### config.mk
export PLATFORM = sky130hd
export DESIGN_NAME = drawing_priority_n
export DESIGN_NICKNAME = d
export VERILOG_FILES = /design/src/rtl/drawing_priority_n.sv
export SDC_FILE = /design/constraint.sdc
export NUM_CORES = 1
export LEC_CHECK = 0
export BUFFER_PORTS_ARGS = -buffer_cell sky130_fd_sc_hd__clkbuf_2
export CORE_MARGIN = 2
export CORE_UTILIZATION = 43
export CTS_CLUSTER_DIAMETER = 100
export DETAILED_ROUTE_END_ITERATION = 8
export PLACE_DENSITY = 0.68
export SLEW_MARGIN = 20
export SYNTH_ARGS = -nofsm -noshare
export SYNTH_HDL_FRONTEND = slang
export SYNTH_SLANG_ARGS = --single-unit
### constraint.sdc
create_clock -name clk -period 1.35 [get_ports clk]
set_clock_uncertainty 0.1 [all_clocks]
set_input_delay 0.27 -clock clk [delete_from_list [all_inputs] [get_ports clk]]
set_output_delay 0.27 -clock clk [all_outputs]
set_load 0.03 [all_outputs]
### src/rtl/drawing_priority_n.sv
// N-layer drawing priority mux: the lowest-index enabled, non-transparent drawing layer wins, otherwise the background colour is shown.
// Two-stage pipeline with live and per-frame collision flags. Latency 2 clk; it runs every cycle and never stalls.
module drawing_priority_n #(
  parameter int                 LAYERS     = 4,
  parameter int                 COLOR_W    = 12,
  parameter bit                 TRANSP_EN  = 1'b1,
  parameter logic [COLOR_W-1:0] TRANSP_KEY = 12'h0F0
) (
  input  logic                        clk,
  input  logic                        reset,
  input  logic                        frame_start,
  input  logic                        pxl_valid,
  input  logic [LAYERS*COLOR_W-1:0]   rgb_in,
  input  logic [LAYERS-1:0]           draw_in,
  input  logic [LAYERS-1:0]           layer_en,
  input  logic [COLOR_W-1:0]          rgb_bg,
  output logic [COLOR_W-1:0]          rgb_out,
  output logic                        out_valid,
  output logic [LAYERS-1:0]           coll_live,
  output logic [LAYERS-1:0]           coll_last,
  output logic                        coll_irq
);

  logic [LAYERS-1:0]         eff_d;
  logic [LAYERS-1:0]         s1_eff;
  logic [LAYERS*COLOR_W-1:0] s1_rgb;
  logic [COLOR_W-1:0]        s1_bg;
  logic                      s1_vld;
  logic                      s1_fs;

  logic [COLOR_W-1:0]        sel_rgb;
  logic [LAYERS-1:0]         live_d;
  logic                      seen;
  logic                      multi;
  logic [LAYERS-1:0]         acc;

  // A layer counts only if it is drawing, enabled, visible and not the colour key.
  always_comb begin
    eff_d = '0;
    for (int i = 0; i < LAYERS; i++) begin
      eff_d[i] = draw_in[i] & layer_en[i] & pxl_valid &
                 ~(TRANSP_EN && (rgb_in[i*COLOR_W +: COLOR_W] == TRANSP_KEY));
    end
  end

  always_ff @(posedge clk) begin
    if (reset) begin
      s1_eff <= '0;
      s1_rgb <= '0;
      s1_bg  <= '0;
      s1_vld <= 1'b0;
      s1_fs  <= 1'b0;
    end else begin
      s1_eff <= eff_d;
      s1_rgb <= rgb_in;
      s1_bg  <= rgb_bg;
      s1_vld <= pxl_valid;
      s1_fs  <= frame_start;
    end
  end

  // Scanning from the top index down leaves the lowest active index as the winner.
  always_comb begin
    sel_rgb = s1_bg;
    seen    = 1'b0;
    multi   = 1'b0;
    for (int i = LAYERS - 1; i >= 0; i--) begin
      if (s1_eff[i]) sel_rgb = s1_rgb[i*COLOR_W +: COLOR_W];
    end
    for (int i = 0; i < LAYERS; i++) begin
      if (s1_eff[i]) begin
        multi = multi | seen;
        seen  = 1'b1;
      end
    end
    live_d = multi ? s1_eff : '0;
  end

  always_ff @(posedge clk) begin
    if (reset) begin
      rgb_out   <= '0;
      out_valid <= 1'b0;
      coll_live <= '0;
      coll_last <= '0;
      coll_irq  <= 1'b0;
      acc       <= '0;
    end else begin
      rgb_out   <= s1_vld ? sel_rgb : '0;
      out_valid <= s1_vld;
      coll_live <= live_d;
      // The frame_start pixel opens the new frame, so it seeds the accumulator.
      if (s1_fs) begin
        coll_last <= acc;
        coll_irq  <= |acc;
        acc       <= live_d;
      end else begin
        coll_irq  <= 1'b0;
        acc       <= acc | live_d;
      end
    end
  end

endmodule

==> impl_metrics.prom, run 1 <==
# TYPE chip_impl_metric gauge
chip_impl_info{name="status",value="finished, final reports clean"} 1
chip_impl_info{name="worstPathCellList",value="clkbuf_2"} 1
chip_impl_metric{name="worst_setup_hold_path_clk_slew",unit="ns"} 0.08
chip_impl_info{name="clock_tree_from_tritoncts",value="yes"} 1
chip_impl_metric{name="asyncSetResetFlopFracSynth",unit=""} 0
chip_impl_info{name="rsz_0062_raised_after_global_routing",value="no"} 1
chip_impl_metric{name="detail_route.vias_per_cell",unit=""} 4.79
chip_impl_metric{name="coreArea",unit="um^2"} 7250
chip_impl_metric{name="post_synth_inst_count",unit=""} 271
chip_impl_metric{name="grt_max_degree",unit=""} 29
chip_impl_info{name="dominantRegCellSynth",value="sky130_fd_sc_hd__dfxtp_1"} 1
chip_impl_metric{name="antenna_found_initial",unit=""} 0
chip_impl_metric{name="synth_fp_nets",unit=""} 343
chip_impl_info{name="highest_delay_cell_along_the_critical_path",value="sky130_fd_sc_hd__dfxtp_1"} 1
chip_impl_metric{name="synth-simple-area-share",unit=""} 0.221
chip_impl_info{name="worstSetupPathType",value="flop to output port"} 1
chip_impl_metric{name="vias",unit=""} 2307
chip_impl_metric{name="floorplan.rows",unit=""} 31
chip_impl_metric{name="maxClockFrequency",unit="MHz"} 786
chip_impl_metric{name="dp.cells",unit=""} 464
chip_impl_metric{name="post-route-drc-count",unit=""} 0
chip_impl_metric{name="final_antenna_net_count",unit=""} 0
chip_impl_metric{name="layout.nets",unit=""} 450
chip_impl_metric{name="drt-total-wl",unit="mm"} 6.58
chip_impl_metric{name="post-route-period-util",unit=""} 0.943
chip_impl_metric{name="synth-edff-count",unit=""} 0
chip_impl_metric{name="crit_buf_inv",unit=""} 1
chip_impl_metric{name="drive_gt1_frac",unit=""} 0.402
chip_impl_info{name="start_kind",value="flop"} 1
chip_impl_metric{name="drtIter0Drc",unit=""} 49
chip_impl_info{name="critical_path.top_delay_family",value="flip-flops"} 1
chip_impl_metric{name="synth-xor-area-share",unit=""} 0
chip_impl_metric{name="layout.cells.non_filler",unit=""} 482
chip_impl_metric{name="synth_fa_ha_area_frac",unit=""} 0
chip_impl_metric{name="complex_gate_fraction_of_the_synthesized_area",unit=""} 0.123
chip_impl_metric{name="final_max_slew_viol_count",unit=""} 0
chip_impl_metric{name="clock_sink_count",unit=""} 92
chip_impl_metric{name="powerDensity",unit="nW/um^2"} 1280
chip_impl_metric{name="total_inserted_antenna_cells",unit=""} 0
chip_impl_metric{name="timing.max_cap.violations",unit=""} 0
chip_impl_metric{name="flow.area_growth_from_synthesis",unit="%"} 27.8
chip_impl_metric{name="synth-seq-area-share",unit=""} 0.569
chip_impl_metric{name="synth-seq-cells",unit=""} 92
chip_impl_metric{name="routed_wirelength_normalized_by_instance_count",unit="um"} 13.6
chip_impl_metric{name="critPathRequiredTime",unit="ns"} 0.98
chip_impl_metric{name="finish.utilization",unit=""} 0.570
chip_impl_metric{name="ioPinCount",unit=""} 94
chip_impl_metric{name="post_synth_num_cell_types",unit=""} 33
chip_impl_metric{name="synthMuxAreaShare",unit=""} 0.0495
chip_impl_metric{name="reg2regPathDepth",unit=""} 5
chip_impl_info{name="yosys.cell_count.top_type",value="sky130_fd_sc_hd__dfxtp_1"} 1
chip_impl_metric{name="worstPathArrival",unit="ns"} 0.90
chip_impl_metric{name="worst_hold_path.num_cells",unit=""} 2
chip_impl_metric{name="multi_input_comb_area",unit="um^2"} 1290
chip_impl_metric{name="num-fill-cells",unit=""} 661
chip_impl_metric{name="chipHeight",unit="um"} 90.8
chip_impl_metric{name="track_usage",unit=""} 0.170
chip_impl_metric{name="cts-hold-fix-buffers",unit=""} 0
chip_impl_metric{name="gpl.final_weighted_congestion",unit=""} 0.746
chip_impl_metric{name="drtPass1Iterations",unit=""} 4
chip_impl_metric{name="grt_pass1_wl",unit="mm"} 10.9
chip_impl_metric{name="cts_made_buffers",unit=""} 9
chip_impl_info{name="post_synth_most_frequent_cells",value="sky130_fd_sc_hd__dfxtp_1 (92), sky130_fd_sc_hd__nor2b_1 (74), sky130_fd_sc_hd__mux2i_1 (16)"} 1
chip_impl_metric{name="number_of_h_tree_levels",unit=""} 3
chip_impl_metric{name="setup_ws",unit="ns"} 0.0772
chip_impl_metric{name="finalSetupViolCount",unit=""} 0
chip_impl_metric{name="ir_drop",unit="uV"} 876
chip_impl_metric{name="clock_tree.buffer_depth",unit=""} 2
chip_impl_info{name="end_kind",value="output port"} 1
chip_impl_metric{name="io_buffer_count",unit=""} 93
chip_impl_metric{name="final_period_minus_worst_setup_slack",unit="ns"} 1.27
chip_impl_info{name="synth_top_family_by_area",value="simple AND/OR/NAND/NOR gates"} 1
chip_impl_info{name="post_synth_main_area_contributors",value="sky130_fd_sc_hd__dfxtp_1 (57%), sky130_fd_sc_hd__nor2b_1 (14%), sky130_fd_sc_hd__a221oi_2 (5.1%)"} 1
chip_impl_metric{name="critical_path.max_fanout",unit=""} 1
chip_impl_metric{name="grt_pass1_vias",unit=""} 2330
chip_impl_metric{name="seq_area",unit="um^2"} 1850
chip_impl_metric{name="total_leakage_power",unit="nW"} 1.73
chip_impl_metric{name="floorplan.die_area",unit="um^2"} 8240
chip_impl_metric{name="cpPeakStageDelay",unit="ns"} 0.34
chip_impl_metric{name="synth_top_area_frac",unit=""} 0.569
chip_impl_metric{name="number_of_cells_on_the_critical_path",unit=""} 1
chip_impl_metric{name="transition_time_at_the_pin_with_the_least_slew_margin",unit="ns"} 0.427
chip_impl_metric{name="post-place-ws",unit="ns"} -0.384
chip_impl_metric{name="fp.dieW",unit="um"} 90.8
chip_impl_info{name="synth.largest_area_cell",value="sky130_fd_sc_hd__dfxtp_1"} 1
chip_impl_metric{name="relSlewSlack",unit=""} 0.711
chip_impl_metric{name="dp_hpwl",unit="mm"} 5.08
chip_impl_metric{name="initial_core_util",unit=""} 0.446
chip_impl_metric{name="synth_area_per_cell",unit="um^2"} 11.9
chip_impl_info{name="worst_hold_path_type",value="input pin to flop"} 1
chip_impl_metric{name="syn_area",unit="um^2"} 3240
chip_impl_metric{name="final-hold-violation-count",unit=""} 0
chip_impl_info{name="root_buffer",value="sky130_fd_sc_hd__clkbuf_8"} 1
chip_impl_metric{name="clk_latency",unit="ns"} 0.35
chip_impl_metric{name="gr-total-overflow",unit=""} 0
chip_impl_metric{name="yosys_warnings",unit=""} 0
==> power breakdown <==
group	total, W	switching, W	internal (W)	leakage, nW
clock network	0.00198	0.000885	0.00109	0.107
registers	0.00287	0.0000442	0.00283	0.760
logic	0.000433	0.000212	0.000221	0.868
total	0.00528	0.00114	0.00414	1.73
==> registers in the layout, indices dropped and copies added (netlist names) <==
name,count
s1_rgb,48
acc,4
s1_vld,1
out_valid,1
rgb_out,12
coll_irq,1
s1_bg,12
s1_eff,4
coll_last,4
s1_fs,1
coll_live,4
==> cell usage in the layout, fill, tap and decap left out, types with 2 or more instances in the layout <==
master	Yosys	routed
sky130_fd_sc_hd__clkbuf_2	0	93
sky130_fd_sc_hd__o221ai_2	10	10
sky130_fd_sc_hd__bufinv_16	0	2
sky130_fd_sc_hd__a31oi_1	4	4
sky130_fd_sc_hd__nand2b_1	3	3
sky130_fd_sc_hd__nor3_1	4	4
sky130_fd_sc_hd__a21oi_1	2	2
sky130_fd_sc_hd__nor4bb_1	4	4
sky130_fd_sc_hd__buf_12	1	2
sky130_fd_sc_hd__clkbuf_1	6	2
sky130_fd_sc_hd__a221oi_2	11	11
sky130_fd_sc_hd__nor4b_1	8	8
sky130_fd_sc_hd__buf_4	3	16
sky130_fd_sc_hd__clkbuf_8	1	10
sky130_fd_sc_hd__a21o_1	2	2
sky130_fd_sc_hd__buf_6	1	2
sky130_fd_sc_hd__nor2b_1	74	74
sky130_fd_sc_hd__mux2i_1	16	16
sky130_fd_sc_hd__nor2_1	8	7
sky130_fd_sc_hd__nand3_1	4	4
sky130_fd_sc_hd__dfxtp_1	92	91
==> what timing repair did <==
| item | in CTS | in global routing |
|---|---|---|
| endpoints found under the setup margin | 12 | 11 |
| buffers inserted | 2 | 0 |
| gates resized for setup | 3 | 6 |
| cloned | 0 | 0 |
==> logic make-up after synthesis <==
family | after synthesis
buffers and inverters | 19
AOI/OAI and AO/OA | 33
and+or+nand+nor | 111
muxes | 16
DFF | 92
==> routing by layer <==
metal	vias up	wire length, um	global-route usage
met5	-	0	0
met3	14	268	0.0367
met1	1074	2680	0.189
li1	1163	-	-
met4	0	140	0.0859
met2	56	3490	0.305
==> path summary, 6_finish.rpt <==
path,slack [ns],to,from
setup / recovery,0.08,rgb_out[7],rgb_out[7]
hold / removal,0.02,s1_bg[8],rgb_bg[8]
setup reg to reg,0.09,rgb_out[5],s1_eff[0]
hold reg to reg,0.40,acc[1],acc[1]
==> metrics by stage <==
step / setup TNS (ns) / hold WS, ns / instance area (um^2) / total power, W
6_report: 0 / 0.0201 / 4140 / 0.00528
5_1_grt: 0 / 0.0104 / 4140 / 0.00551
4_1_cts: 0 / 0.00835 / 4120 / 0.00534
3_5_place_dp: -3.18 / 0.380 / 3850 / 0.00336
3_3_place_gp: -3.17 / 0.374 / 3850 / 0.00335
2_1_floorplan: 0 / 0.298 / 3240 / 0.00317
==> layout make-up <==
type,count,share of cell area
multi-input cells,160,0.312
inverters,2,0.00302
well taps,99,0.0299
flip-flops and latches,92,0.446
repair buffers,113,0.157
clock buffers,12,0.0351
clock inverters,4,0.0175
Note: power is estimated with default switching activity, not from simulation.
==> run 2, diff against run 1 <==
--- a/config.mk
+++ b/config.mk
@@ -5,12 +5,13 @@
 export SDC_FILE = /design/constraint.sdc
 export NUM_CORES = 1
 export LEC_CHECK = 0
+export ABC_AREA = 1
 export BUFFER_PORTS_ARGS = -buffer_cell sky130_fd_sc_hd__clkbuf_2
 export CORE_MARGIN = 2
-export CORE_UTILIZATION = 43
+export CORE_UTILIZATION = 51
 export CTS_CLUSTER_DIAMETER = 100
 export DETAILED_ROUTE_END_ITERATION = 8
-export PLACE_DENSITY = 0.68
+export PLACE_DENSITY = 0.78
 export SLEW_MARGIN = 20
 export SYNTH_ARGS = -nofsm -noshare
 export SYNTH_HDL_FRONTEND = slang
==> run 2 against run 1 <==
Critical path depth did not move. Register-to-register slack improved by 0.04 ns. Synthesized cell count rose by 61%. Synthesized area rose by 6.2%. Non-clock buffer count fell by 5. Core utilization rose by 9.0 points. Critical path type unchanged.
==> impl_metrics.prom, run 2 <==
# TYPE chip_impl_metric gauge
chip_impl_info{name="status",value="finished, final reports clean"} 1
chip_impl_metric{name="multi_input_comb_area",unit="um^2"} 1140
chip_impl_metric{name="layout.nets",unit=""} 609
chip_impl_metric{name="setup_tns",unit="ns"} 0
chip_impl_metric{name="drive_gt1_frac",unit=""} 0.283
chip_impl_metric{name="total_leakage_power",unit="nW"} 2.19
chip_impl_metric{name="synth-edff-count",unit=""} 0
chip_impl_metric{name="final_period_minus_worst_setup_slack",unit="ns"} 1.29
chip_impl_info{name="highest_count_cells_in_the_layout_ignoring_fill_and_taps",value="sky130_fd_sc_hd__nor2_1 (96), sky130_fd_sc_hd__clkbuf_2 (93), sky130_fd_sc_hd__dfxtp_1 (92)"} 1
chip_impl_metric{name="crit_buf_inv",unit=""} 1
chip_impl_info{name="synth.largest_area_cell",value="sky130_fd_sc_hd__dfxtp_1"} 1
chip_impl_metric{name="drtPass1Iterations",unit=""} 4
chip_impl_metric{name="flow.area_growth_from_synthesis",unit="%"} 23.4
chip_impl_metric{name="post-route-drc-count",unit=""} 0
chip_impl_metric{name="synth_area_per_cell",unit="um^2"} 7.87
chip_impl_metric{name="worst_setup_hold_path_clk_slew",unit="ns"} 0.08
chip_impl_info{name="root_buffer",value="sky130_fd_sc_hd__clkbuf_8"} 1
chip_impl_info{name="leading_registers_by_flop_count",value="s1_rgb (48), rgb_out (12), s1_bg (12)"} 1
chip_impl_metric{name="timing.max_cap.violations",unit=""} 0
chip_impl_metric{name="critPathRequiredTime",unit="ns"} 0.98
chip_impl_metric{name="powerDensity",unit="nW/um^2"} 1290
chip_impl_metric{name="syn_area",unit="um^2"} 3440
chip_impl_metric{name="floorplan.die_area",unit="um^2"} 7410
chip_impl_metric{name="switching_share",unit=""} 0.227
chip_impl_info{name="worstPathCellList",value="clkbuf_2"} 1
chip_impl_metric{name="drt-total-wl",unit="mm"} 7.43
chip_impl_metric{name="net-switching-power",unit="W"} 0.00124
chip_impl_metric{name="grt_pass1_vias",unit=""} 2803
chip_impl_metric{name="post-route-period-util",unit=""} 0.952
chip_impl_info{name="critical_path.top_delay_family",value="flip-flops"} 1
chip_impl_metric{name="routed_wirelength_normalized_by_instance_count",unit="um"} 12.0
chip_impl_metric{name="detail_route.vias_per_cell",unit=""} 4.71
chip_impl_metric{name="grt_util_met3",unit=""} 0.0385
chip_impl_info{name="highest_delay_cell_along_the_critical_path",value="sky130_fd_sc_hd__dfxtp_1"} 1
chip_impl_metric{name="synth_top_area_frac",unit=""} 0.536
chip_impl_info{name="most_common_library_cell_in_the_layout_ignoring_fill_and_taps",value="sky130_fd_sc_hd__nor2_1"} 1
chip_impl_metric{name="holdWs",unit="ns"} 0.00150
chip_impl_info{name="grt_busiest_layer",value="met2"} 1
chip_impl_metric{name="dp_hpwl",unit="mm"} 5.59
chip_impl_info{name="end_kind",value="output port"} 1
chip_impl_metric{name="maxClockFrequency",unit="MHz"} 778
chip_impl_metric{name="synth-seq-cells",unit=""} 92
chip_impl_metric{name="cpPeakStageDelay",unit="ns"} 0.35
chip_impl_metric{name="clock_sink_count",unit=""} 92
chip_impl_metric{name="finalSetupViolCount",unit=""} 0
chip_impl_metric{name="ir_drop",unit="uV"} 555
chip_impl_metric{name="asyncSetResetFlopFracSynth",unit=""} 0
chip_impl_metric{name="ioPinCount",unit=""} 94
chip_impl_metric{name="comb_power_share",unit=""} 0.092
chip_impl_metric{name="floorplan.rows",unit=""} 29
chip_impl_info{name="worst_hold_path_type",value="input pin to flop"} 1
chip_impl_metric{name="yosys_warnings",unit=""} 0
chip_impl_info{name="start_kind",value="flop"} 1
chip_impl_info{name="dominantRegCellSynth",value="sky130_fd_sc_hd__dfxtp_1"} 1
chip_impl_metric{name="grt_max_degree",unit=""} 33
chip_impl_metric{name="track_usage",unit=""} 0.211
chip_impl_info{name="post_synth_most_frequent_cells",value="sky130_fd_sc_hd__nor2_1 (96), sky130_fd_sc_hd__dfxtp_1 (92), sky130_fd_sc_hd__inv_1 (80)"} 1
chip_impl_info{name="post_synth_main_area_contributors",value="sky130_fd_sc_hd__dfxtp_1 (54%), sky130_fd_sc_hd__nor2_1 (10%), sky130_fd_sc_hd__inv_1 (8.7%)"} 1
chip_impl_metric{name="drtIter0Drc",unit=""} 170
chip_impl_info{name="yosys.cell_count.top_type",value="sky130_fd_sc_hd__nor2_1"} 1
chip_impl_metric{name="final_max_slew_viol_count",unit=""} 0
chip_impl_metric{name="critical_path.max_fanout",unit=""} 1
chip_impl_metric{name="total_inserted_antenna_cells",unit=""} 0
chip_impl_metric{name="internal-power",unit="W"} 0.00423
chip_impl_metric{name="worstPathArrival",unit="ns"} 0.92
chip_impl_metric{name="cts-resized-gates",unit=""} 0
chip_impl_metric{name="cts_made_buffers",unit=""} 9
chip_impl_metric{name="vias",unit=""} 2909
chip_impl_metric{name="grtUsageMet1",unit=""} 0.236
chip_impl_metric{name="synth_fp_nets",unit=""} 509
chip_impl_metric{name="number_of_flip_flops_in_the_largest_register",unit=""} 48
chip_impl_metric{name="clock_tree.buffer_depth",unit=""} 2
chip_impl_metric{name="coreArea",unit="um^2"} 6420
chip_impl_info{name="rsz_0062_raised_after_global_routing",value="no"} 1
chip_impl_metric{name="post_synth_num_cell_types",unit=""} 17
chip_impl_metric{name="synth-seq-area-share",unit=""} 0.536
chip_impl_metric{name="num-fill-cells",unit=""} 536
chip_impl_info{name="largest-register",value="s1_rgb"} 1
chip_impl_metric{name="number_of_h_tree_levels",unit=""} 3
chip_impl_metric{name="m2_gr_usage",unit=""} 0.376
chip_impl_metric{name="post_synth_inst_count",unit=""} 437
chip_impl_metric{name="relSlewSlack",unit=""} 0.792
chip_impl_metric{name="antenna_found_initial",unit=""} 0
chip_impl_metric{name="gpl.final_weighted_congestion",unit=""} 0.861
chip_impl_metric{name="transition_time_at_the_pin_with_the_least_slew_margin",unit="ns"} 0.312
chip_impl_metric{name="io_buffer_count",unit=""} 93
chip_impl_metric{name="grt_pass1_wl",unit="mm"} 11.9
chip_impl_info{name="worstSetupPathType",value="flop to output port"} 1
chip_impl_metric{name="seq_area",unit="um^2"} 1840
chip_impl_metric{name="fp.dieW",unit="um"} 86.1
chip_impl_metric{name="gr-total-overflow",unit=""} 0
chip_impl_metric{name="clk_latency",unit="ns"} 0.36
chip_impl_metric{name="p_clk_frac",unit=""} 0.382
chip_impl_metric{name="chipHeight",unit="um"} 86.1
chip_impl_metric{name="seq_power_share",unit=""} 0.526
chip_impl_metric{name="final-hold-violation-count",unit=""} 0
chip_impl_metric{name="initial_core_util",unit=""} 0.535
chip_impl_metric{name="final_antenna_net_count",unit=""} 0
chip_impl_info{name="clock_tree_from_tritoncts",value="yes"} 1
-- run 2: cell types whose count changed in the layout (fill, tap and decap cells not counted), sizes merged, moves of 5 or more --
cell	previous run	this run
nor4b	8	0
a21oi	2	39
nor2	8	98
nand3	4	24
dlygate4sd3	0	7
nor3	5	0
nand2	0	60
o21ai	0	20
mux2i	16	0
nor2b	74	0
inv	2	83
a221oi	12	0
buf	20	8
o221ai	11	0
-- run 2: kinds of logic after synthesis --
logic type,Yosys count,share of synthesized area
AO/OA/AOI/OAI,60,0.0986
buffers and inverters,103,0.131
flip-flops,92,0.536
AND/OR/NAND/NOR,182,0.234
-- run 2: power by group through the flow --
stage | logic (W) | registers [W] | clock network [W]
final | 0.000503 | 0.00287 | 0.00209
after global routing | 0.000568 | 0.00288 | 0.00220
after CTS | 0.000507 | 0.00287 | 0.00209
after detailed placement | 0.000487 | 0.00294 | 0
after global placement | 0.000475 | 0.00294 | 0
after floorplan | 0.000264 | 0.00296 | 0
-- run 2: area by class of cell --
cell class              instances  share of cell area
clock buffers                  12              0.0389
inverters                      84              0.0746
clock inverters                 3              0.0162
well taps                      77              0.0227
multi-input cells             242               0.270
repair buffers                108               0.143
flip-flops and latches         92               0.434
-- run 2: per-layer routing --
metal | vias up | share of wire
li1 | 1506 | -
met1 | 1300 | 0.42
met2 | 83 | 0.50
met3 | 20 | 0.050
met4 | 0 | 0.032
met5 | - | 0
-- run 2: worst min-delay path, stage by stage --
cell and delay, ns:
sky130_fd_sc_hd__clkbuf_2 0.08, sky130_fd_sc_hd__inv_1 0.04, sky130_fd_sc_hd__nor2_1 0.03
-- run 2: worst paths after layout --
path | startpoint | to | slack (ns) | depth (start not counted)
worst max-delay path | rgb_out[3] | rgb_out[3] | 0.06 | 1
worst min-delay path | rgb_bg[11] | s1_bg[11] | 0.001 | 3
worst max register to register | s1_eff[2] | acc[3] | 0.13 | 5
worst min register to register | acc[0] | coll_last[0] | 0.39 | 2
-- run 2: timing repair --
item	CTS	global route
endpoints found under the setup margin	0	0
hold buffers	7	0
endpoints found under the hold margin	7	0
setup buffers	0	0
-- run 2: metrics by stage --
stage / instances / setup slack (ns) / utilization / power (W) / instance area, um^2
floorplan: 437 / 0.314 / - / 0.00322 / 3440
global placement: 596 / 0.197 / 0.613 / 0.00341 / 3940
detailed placement: 596 / 0.171 / 0.613 / 0.00342 / 3940
CTS: 618 / 0.0618 / 0.660 / 0.00547 / 4240
global route: 618 / 0.0209 / 0.660 / 0.00566 / 4240
finish: 618 / 0.0641 / 0.660 / 0.00547 / 4240
==> run 3, diff against run 2 <==
==> constraint.sdc (replaced) <==
create_clock -name clk -period 1.3 [get_ports clk]
set_clock_uncertainty 0.1 [all_clocks]
set_input_delay 0.26 -clock clk [delete_from_list [all_inputs] [get_ports clk]]
set_output_delay 0.26 -clock clk [all_outputs]
set_load 0.03 [all_outputs]
==> run 3 against run 2 <==
First-iteration DRC count fell by 22%. Non-clock buffer count is 18 higher. Global-route usage grew 0.58 points. Core utilization up 2.6 points. Flip-flop and latch count unchanged. Setup slack got worse by 0.025 ns.
==> impl_metrics.prom, run 3 (synthesized netlist as in run 2, its figures left out) <==
# TYPE chip_impl_metric gauge
chip_impl_metric{name="layout.cells.non_filler",unit=""} 636
chip_impl_metric{name="maxClockFrequency",unit="MHz"} 793
chip_impl_metric{name="final_cell_area",unit="um^2"} 4410
chip_impl_metric{name="reg2regPathDepth",unit=""} 5
chip_impl_info{name="worstPathCellList",value="clkbuf_2"} 1
chip_impl_metric{name="final_period_minus_worst_setup_slack",unit="ns"} 1.26
chip_impl_info{name="most_common_library_cell_in_the_layout_ignoring_fill_and_taps",value="sky130_fd_sc_hd__nor2_1"} 1
chip_impl_metric{name="chipHeight",unit="um"} 86.1
chip_impl_metric{name="worst-r2r-setup-slack",unit="ns"} 0.11
chip_impl_metric{name="drtIter0Drc",unit=""} 132
chip_impl_info{name="highest_count_cells_in_the_layout_ignoring_fill_and_taps",value="sky130_fd_sc_hd__nor2_1 (96), sky130_fd_sc_hd__dfxtp_1 (91), sky130_fd_sc_hd__clkbuf_2 (87)"} 1
chip_impl_metric{name="antenna_found_initial",unit=""} 0
chip_impl_metric{name="powerDensity",unit="nW/um^2"} 1270
chip_impl_metric{name="detailed_place.area",unit="um^2"} 3940
chip_impl_metric{name="initial_core_util",unit=""} 0.535
chip_impl_metric{name="track_usage",unit=""} 0.217
chip_impl_info{name="clock_tree_from_tritoncts",value="yes"} 1
chip_impl_info{name="worst_hold_path_type",value="input pin to flop"} 1
chip_impl_metric{name="routed_wirelength_normalized_by_instance_count",unit="um"} 11.9
chip_impl_metric{name="timing.max_cap.violations",unit=""} 0
chip_impl_metric{name="io_buffer_count",unit=""} 93
chip_impl_metric{name="relSlewSlack",unit=""} 0.791
chip_impl_metric{name="floorplan.rows",unit=""} 29
chip_impl_info{name="start_kind",value="flop"} 1
chip_impl_metric{name="gr-total-overflow",unit=""} 0
chip_impl_metric{name="ir_drop",unit="uV"} 557
chip_impl_metric{name="critPathRequiredTime",unit="ns"} 0.94
chip_impl_metric{name="final_max_slew_viol_count",unit=""} 0
chip_impl_metric{name="final-hold-violation-count",unit=""} 0
chip_impl_info{name="setup.worst_path.start",value="rgb_out[9]"} 1
chip_impl_metric{name="floorplan.die_area",unit="um^2"} 7410
chip_impl_metric{name="drtPass1Iterations",unit=""} 4
chip_impl_metric{name="dp.cells",unit=""} 596
chip_impl_metric{name="clock_sink_count",unit=""} 92
chip_impl_metric{name="number_of_flip_flops_in_the_largest_register",unit=""} 48
chip_impl_metric{name="ioPinCount",unit=""} 94
chip_impl_metric{name="number_of_cells_on_the_critical_path",unit=""} 1
chip_impl_info{name="root_buffer",value="sky130_fd_sc_hd__clkbuf_8"} 1
chip_impl_metric{name="cpPeakStageDelay",unit="ns"} 0.34
chip_impl_metric{name="clock_tree.buffer_depth",unit=""} 2
chip_impl_metric{name="worstPathArrival",unit="ns"} 0.90
chip_impl_info{name="highest_delay_cell_along_the_critical_path",value="sky130_fd_sc_hd__dfxtp_1"} 1
chip_impl_info{name="critical_path.top_delay_family",value="flip-flops"} 1
chip_impl_metric{name="vias",unit=""} 2945
chip_impl_metric{name="clk_latency",unit="ns"} 0.36
chip_impl_metric{name="total_inserted_antenna_cells",unit=""} 0
chip_impl_info{name="leading_registers_by_flop_count",value="s1_rgb (48), rgb_out (12), s1_bg (12)"} 1
chip_impl_metric{name="grt_pass1_wl",unit="mm"} 12.4
chip_impl_info{name="worstReg2RegEnd",value="acc[0]"} 1
chip_impl_metric{name="layout.nets",unit=""} 627
chip_impl_metric{name="setup_ws",unit="ns"} 0.0391
chip_impl_metric{name="post-route-period-util",unit=""} 0.970
chip_impl_metric{name="critical_path.max_fanout",unit=""} 1
chip_impl_metric{name="total_leakage_power",unit="nW"} 2.26
chip_impl_info{name="rsz_0062_raised_after_global_routing",value="no"} 1
chip_impl_metric{name="transition_time_at_the_pin_with_the_least_slew_margin",unit="ns"} 0.314
chip_impl_info{name="worstReg2RegStart",value="s1_eff[3]"} 1
chip_impl_metric{name="drt-total-wl",unit="mm"} 7.57
chip_impl_metric{name="drive_gt1_frac",unit=""} 0.275
chip_impl_metric{name="final_antenna_net_count",unit=""} 0
chip_impl_info{name="largest-register",value="s1_rgb"} 1
chip_impl_metric{name="cts_made_buffers",unit=""} 9
chip_impl_metric{name="num-fill-cells",unit=""} 532
chip_impl_info{name="status",value="finished, final reports clean"} 1
chip_impl_metric{name="detail_route.vias_per_cell",unit=""} 4.63
chip_impl_metric{name="worst_setup_hold_path_clk_slew",unit="ns"} 0.09
chip_impl_metric{name="setup_tns",unit="ns"} 0
chip_impl_info{name="end_kind",value="output port"} 1
chip_impl_metric{name="coreArea",unit="um^2"} 6420
chip_impl_metric{name="fp.dieW",unit="um"} 86.1
chip_impl_metric{name="grt_max_degree",unit=""} 33
chip_impl_metric{name="post-route-drc-count",unit=""} 0
chip_impl_metric{name="finalSetupViolCount",unit=""} 0
chip_impl_info{name="min_delay_worst_endpoint",value="s1_rgb[41]"} 1
chip_impl_metric{name="grt_pass1_vias",unit=""} 2919
chip_impl_metric{name="power.total",unit="W"} 0.00560
chip_impl_metric{name="number_of_h_tree_levels",unit=""} 3
chip_impl_info{name="hold_path.startpoint",value="rgb_in[41]"} 1
chip_impl_metric{name="dp_hpwl",unit="mm"} 5.39
chip_impl_metric{name="worst_hold_path.num_cells",unit=""} 3
chip_impl_info{name="worstSetupPathType",value="flop to output port"} 1
chip_impl_metric{name="crit_buf_inv",unit=""} 1
chip_impl_metric{name="flow.area_growth_from_synthesis",unit="%"} 28.2
chip_impl_metric{name="gpl.final_weighted_congestion",unit=""} 0.875
chip_impl_metric{name="post-place-ws",unit="ns"} 0.102
[run 3: changes by cell type in the layout (fill, tap and decap cells not counted), moves of 3 or more]
cell / before / now
sky130_fd_sc_hd__dlygate4sd3_1: 7 / 25
sky130_fd_sc_hd__clkbuf_2: 93 / 87
sky130_fd_sc_hd__buf_2: 0 / 5
sky130_fd_sc_hd__clkbuf_8: 12 / 9
[run 3: layer usage]
| metal | part of all wire | GRT usage |
|---|---|---|
| met1 | 0.42 | 0.246 |
| met2 | 0.51 | 0.385 |
| met3 | 0.041 | 0.0395 |
| met4 | 0.029 | 0.114 |
| met5 | 0 | 0 |
[run 3: cell type report]
| cell class | instances | area (um^2) | area share |
|---|---|---|---|
| Tap cell | 77 | 96.3 | 0.0219 |
| Clock buffer | 9 | 124 | 0.0281 |
| Clock inverter | 6 | 90.1 | 0.0204 |
| Timing Repair Buffer | 126 | 791 | 0.179 |
| Sequential cell | 92 | 1840 | 0.418 |
| Inverter | 84 | 319 | 0.0724 |
| Multi-Input combinational cell | 242 | 1140 | 0.260 |
[run 3: how the worst max path moves through the flow]
stage | endpoint
after global placement | acc[0]
final | rgb_out[9]
after global routing | acc[0]
after CTS | coll_last[1]
after detailed placement | acc[0]
after floorplan | rgb_out[6]
[run 3: timing repair]
action	in CTS	in global routing
setup endpoints to repair	0	13
gates resized for setup	0	10
setup buffers	0	0
hold buffers	24	1
hold endpoints to repair	24	1
[run 3: through the flow]
stage	utilization	hold slack, ns
after CTS	0.684	0.000616
after floorplan	-	0.267
after global routing	0.686	0.00168
after detailed placement	0.613	0.360
after global placement	0.613	0.353
final	0.686	0.00421
[run 3: where the power goes]
part	switching (W)	internal, W
registers	0.0000458	0.00294
logic	0.000312	0.000252
clock network	0.000973	0.00107
